### src/rtl/cordic_alu_seq.sv
// Iterative CORDIC rotation-mode sequencer that borrows the shared 32-bit ALU.
// Each iteration issues two arithmetic shifts, then add/sub micro-ops on x, y and z.
module cordic_alu_seq #(
    parameter int ITER = 16
) (
    input  logic        clk,
    input  logic        rst,
    input  logic        start,
    input  logic [31:0] x_in,
    input  logic [31:0] y_in,
    input  logic [31:0] z_in,
    output logic        busy,
    output logic        done,
    output logic [31:0] x_out,
    output logic [31:0] y_out,
    output logic [31:0] z_out,
    output logic [31:0] alu_a,
    output logic [31:0] alu_b,
    output logic [3:0]  alu_ctrl,
    input  logic [31:0] alu_result
);

    typedef enum logic [2:0] {
        st_idle = 3'd0,
        st_shx  = 3'd1,
        st_shy  = 3'd2,
        st_upx  = 3'd3,
        st_upy  = 3'd4,
        st_upz  = 3'd5,
        st_done = 3'd6
    } state_t;

    localparam logic [3:0] op_add  = 4'b0000;
    localparam logic [3:0] op_sub  = 4'b0001;
    localparam logic [3:0] op_sra  = 4'b1000;
    localparam logic [3:0] op_idle = 4'b1111;
    localparam logic [4:0] last_idx = 5'(ITER - 1);

    // Beyond index 9, atan(2^-i) rounds to exactly 2^(30-i) in Q2.30.
    function automatic logic [31:0] atan_rom(input logic [4:0] idx);
        case (idx)
            5'd0:    atan_rom = 32'h3243F6A9;
            5'd1:    atan_rom = 32'h1DAC6705;
            5'd2:    atan_rom = 32'h0FADBAFD;
            5'd3:    atan_rom = 32'h07F56EA7;
            5'd4:    atan_rom = 32'h03FEAB77;
            5'd5:    atan_rom = 32'h01FFD55C;
            5'd6:    atan_rom = 32'h00FFFAAB;
            5'd7:    atan_rom = 32'h007FFF55;
            5'd8:    atan_rom = 32'h003FFFEB;
            5'd9:    atan_rom = 32'h001FFFFD;
            default: atan_rom = 32'd1 << (5'd30 - idx);
        endcase
    endfunction

    state_t      state_r;
    state_t      next_s;
    logic [4:0]  i_r;
    logic [31:0] x_r;
    logic [31:0] y_r;
    logic [31:0] z_r;
    logic [31:0] tx_r;
    logic [31:0] ty_r;
    logic        busy_r;
    logic        done_r;
    logic        dir_s;
    logic [31:0] alu_a_s;
    logic [31:0] alu_b_s;
    logic [3:0]  alu_ctrl_s;

    // z only changes at the end of UPZ, so the direction is stable within an iteration
    assign dir_s = ~z_r[31];

    // Next-state decode and ALU micro-op selection
    always_comb begin
        next_s     = state_r;
        alu_a_s    = 32'd0;
        alu_b_s    = 32'd0;
        alu_ctrl_s = op_idle;
        case (state_r)
            st_idle: begin
                if (start) next_s = st_shx;
                else       next_s = st_idle;
            end
            st_shx: begin
                alu_a_s    = x_r;
                alu_b_s    = {27'd0, i_r};
                alu_ctrl_s = op_sra;
                next_s     = st_shy;
            end
            st_shy: begin
                alu_a_s    = y_r;
                alu_b_s    = {27'd0, i_r};
                alu_ctrl_s = op_sra;
                next_s     = st_upx;
            end
            st_upx: begin
                alu_a_s    = x_r;
                alu_b_s    = ty_r;
                alu_ctrl_s = dir_s ? op_sub : op_add;
                next_s     = st_upy;
            end
            st_upy: begin
                alu_a_s    = y_r;
                alu_b_s    = tx_r;
                alu_ctrl_s = dir_s ? op_add : op_sub;
                next_s     = st_upz;
            end
            st_upz: begin
                alu_a_s    = z_r;
                alu_b_s    = atan_rom(i_r);
                alu_ctrl_s = dir_s ? op_sub : op_add;
                if (i_r == last_idx) next_s = st_done;
                else                 next_s = st_shx;
            end
            st_done: begin
                if (start) next_s = st_shx;
                else       next_s = st_idle;
            end
            default: next_s = st_idle;
        endcase
    end

    // State, datapath registers and registered status flags
    always_ff @(posedge clk or posedge rst) begin
        if (rst) begin
            state_r <= st_idle;
            i_r     <= 5'd0;
            x_r     <= 32'd0;
            y_r     <= 32'd0;
            z_r     <= 32'd0;
            tx_r    <= 32'd0;
            ty_r    <= 32'd0;
            busy_r  <= 1'b0;
            done_r  <= 1'b0;
        end else begin
            state_r <= next_s;
            busy_r  <= (next_s != st_idle) && (next_s != st_done);
            done_r  <= (next_s == st_done);
            case (state_r)
                st_idle, st_done: begin
                    if (start) begin
                        x_r <= x_in;
                        y_r <= y_in;
                        z_r <= z_in;
                        i_r <= 5'd0;
                    end
                end
                st_shx: tx_r <= alu_result;
                st_shy: ty_r <= alu_result;
                st_upx: x_r  <= alu_result;
                st_upy: y_r  <= alu_result;
                st_upz: begin
                    z_r <= alu_result;
                    if (i_r != last_idx) i_r <= i_r + 5'd1;
                end
                default: begin
                end
            endcase
        end
    end

    assign busy     = busy_r;
    assign done     = done_r;
    assign x_out    = x_r;
    assign y_out    = y_r;
    assign z_out    = z_r;
    assign alu_a    = alu_a_s;
    assign alu_b    = alu_b_s;
    assign alu_ctrl = alu_ctrl_s;

endmodule

### config.mk
export PLATFORM = sky130hd
export DESIGN_NAME = cordic_alu_seq
export DESIGN_NICKNAME = d
export VERILOG_FILES = /design/src/rtl/cordic_alu_seq.sv
export SDC_FILE = /design/constraint.sdc
export NUM_CORES = 1
export LEC_CHECK = 0
export ABC_AREA = 1
export ABC_CLOCK_PERIOD_IN_PS = 6200
export CAP_MARGIN = 20
export CORE_MARGIN = 10
export CORE_UTILIZATION = 35
export CTS_BUF_LIST = sky130_fd_sc_hd__clkbuf_16
export CTS_CLUSTER_DIAMETER = 60
export DETAILED_ROUTE_END_ITERATION = 8
export GPL_TIMING_DRIVEN = 0
export PLACE_DENSITY = 0.78
export SYNTH_ARGS = -nofsm -noshare
export SYNTH_HDL_FRONTEND = slang
export SYNTH_SLANG_ARGS = --single-unit
### constraint.sdc
create_clock -name clk -period 6.2 [get_ports clk]
set_clock_uncertainty 0.2 [all_clocks]
set_input_delay 1.55 -clock clk [delete_from_list [all_inputs] [get_ports clk]]
set_output_delay 1.55 -clock clk [all_outputs]
set_load 0.1 [all_outputs]
==> flow_summary.json <==
{
  "grt_busiest_layer": "met2",
  "dr.pass1.iters": 6,
  "start_util": 0.354,
  "yosysUniqueCellTypes": 30,
  "clkTransAtPathRegs_ns": 0.07,
  "drt_wl_total_mm": 42.5,
  "crit_buf_inv": 5,
  "clock_sinks": 170,
  "vias": 10412,
  "portBuffers": 296,
  "yosysSeqAreaShare": 0.463,
  "grt_overflow": 0,
  "syn_area_per_cell_sq_um": 7.56,
  "wl_per_cell_um": 22.6,
  "hold_viol": 0,
  "placed_area_sq_mm": 0.0126,
  "max-clock-path-buffers": 2,
  "ff2ff_setup_slack_ns": 3.45,
  "status": "completed",
  "place_congestion": 0.936,
  "crit_cells": 8,
  "timing.final.ws_setup_ns": 0.124,
  "cts_buffers": 17,
  "cp_slowest_cell": "clkdlybuf4s50_1",
  "holdWs_ns": 0.283,
  "crit_type": "flip-flop to output port",
  "cp_slowest_stage_delay_ns": 1.22,
  "synth.top_cells.by_area": "dfrtp_1 46%, nand2_1 13%, o21ai_0 6.3%",
  "yosysTopAreaCellShare": 0.463,
  "crit_required_ns": 4.45,
  "max_freq_mhz": 165,
  "place_hpwl_mm": 33.3,
  "final_cell_mix": "309 x nand2_1, 294 x clkdlybuf4s50_1, 170 x dfrtp_1",
  "cp-start-kind": "flip-flop",
  "maxCapViolCount": 0,
  "final_max_slew_viol_count": 0,
  "viasPerCell": 5.53,
  "nets": 1670,
  "cts_tree": "done",
  "ir_drop_v": 0.000160,
  "crit_arrival_ns": 4.33,
  "cts-htree-levels": 4,
  "final_common_cell": "nand2_1",
  "r2r_end": "z_out[3]",
  "critPathLaunch": "state_r[1]",
  "rsz0062_at_grt": "false",
  "endpoint": "alu_a[19]",
  "drive_gt1_frac": 0.0524,
  "core_area_sq_mm": 0.0259,
  "drc": 0,
  "gr-usage-met3": 0.0795,
  "ant_nets": 0,
  "min_path_type": "flip-flop to flip-flop",
  "leakage_nw": 5.92,
  "yosysWarningCount": 0,
  "cp-end-kind": "output port",
  "pin_count": 297,
  "netlist_instances": 1214,
  "period_share": 0.980,
  "std_cell_rows": 59,
  "cpMostUsedCell": "clkbuf_1",
  "drtIter0Drc": 1159,
  "dieArea_sq_mm": 0.0331,
  "powerDensity_mw_per_mm2": 217,
  "met1_usage": 0.296,
  "ctsRootBufferMaster": "clkbuf_16",
  "preCtsSetupSlack_ns": 0.650,
  "timing.rr.start": "state_r[1]",
  "fp.dieW_um": 182,
  "fin_area_sq_mm": 0.0132,
  "max_slew_margin": 0.272,
  "track_usage": 0.246,
  "synth_seq_cells": 170,
  "area_growth_pct": 43.8,
  "syn_area_sq_mm": 0.00918,
  "period_needed_ns": 6.08,
  "clock_latency_ns": 0.43,
  "yosys.area.top_type": "dfrtp_1",
  "grt_pass1_wl_mm": 63.5,
  "grt_antenna_before_repair": 1,
  "grt_max_degree": 40,
  "synthesis.nets": 1351,
  "cpLargestDelayFamily": "buffers and inverters",
  "use_met2": 0.406,
  "path_cells": "inv_2, nand2_1, nor2_1, inv_1, clkbuf_1, clkbuf_1, o221ai_1, clkdlybuf4s50_1",
  "tightest_slew_ns": 1.09,
  "grt_pass1_vias": 10407,
  "path_max_fanout": 10,
  "tns_ns": 0,
  "setup_viol": 0,
  "ff2ff_path_depth": 8,
  "fp.dieH_um": 182
}
-- metrics by stage --
step,cells,total power [mW],utilization
final,1882,2.87,0.510
after global routing,1882,2.94,0.510
after CTS,1881,2.86,0.509
after detailed placement,1849,1.85,0.488
after global placement,1845,1.84,0.485
after floorplan,1214,1.62,-
-- synth_stat cells --
cell type	number
nand2_1	309
dfrtp_1	170
inv_1	141
o21ai_0	115
nor2_1	95
nand3_1	68
clkbuf_1	48
a21oi_1	37
nor3_1	34
o221ai_1	33
o22ai_1	33
o211ai_1	28
a22o_1	23
buf_2	23
a31oi_1	17
inv_2	11
ha_1	6
nand4_1	4
buf_1	3
nor2_4	3
buf_4	2
nand2_2	2
nor2_2	2
a22oi_1	1
buf_6	1
nand2_4	1
nand3_2	1
nor2_8	1
o21bai_1	1
o31ai_1	1
-- flip-flops by register name, summed over array words and instances, names as in the netlist --
| register | flops |
|---|---|
| y_out | 32 |
| z_out | 32 |
| tx_r | 32 |
| done | 1 |
| state_r | 3 |
| busy | 1 |
| i_r | 5 |
| x_out | 32 |
| ty_r | 32 |
-- tightest hold or removal path, delay by kind of cell (launching register included) --
| kind | cells | cell delay, ns |
|---|---|---|
| flops | 1 | 0.35 |
| simple gates | 1 | 0.05 |
| compound gates | 1 | 0.05 |
-- power by group --
group	leakage [nW]	total [mW]	internal [mW]	switching, mW
clock	0.256	1.03	0.552	0.477
combinational	3.68	0.639	0.184	0.455
sequential	1.98	1.20	1.16	0.0351
total	5.92	2.87	1.90	0.968
-- area by class of cell --
class	count	area, sq um
clock buffers	17	425
flip-flops and latches	170	4250
well taps	335	419
diodes	1	2.50
clock inverters	15	126
fillers	2456	12700
repair buffers	300	3050
inverters	152	574
plain buffers	77	333
multi-input cells	815	4020
-- layer usage --
| metal | wire length (um) | part of all wire |
|---|---|---|
| met5 | 0 | 0 |
| met3 | 4610 | 0.11 |
| met2 | 20100 | 0.47 |
| met1 | 16700 | 0.39 |
| met4 | 1070 | 0.025 |
-- worst min-delay path by stage --
stage	start	to	slack, ns	cells after the start
after floorplan	ty_r[0]	ty_r[0]	0.25	2
after global placement	ty_r[29]	ty_r[29]	0.27	2
after detailed placement	tx_r[31]	tx_r[31]	0.27	2
after CTS	tx_r[31]	tx_r[31]	0.29	2
after global routing	ty_r[19]	ty_r[19]	0.30	2
final	tx_r[26]	tx_r[26]	0.28	2
-- cell families (layout without fill, tap and decap cells) --
group,after synthesis,in the layout,synth area share
compound gates,289,289,0.196
fa+ha+maj,6,6,0.00818
buf+inv,229,561,0.0984
flops,170,170,0.463
other cells,0,1,0
simple gates,520,520,0.234
-- what timing repair did --
action	in CTS	in global routing
resized for setup	0	2
buffers inserted	0	0
hold buffers	0	0
setup endpoints to repair	0	2
Note: power is estimated with default switching activity, not from simulation.
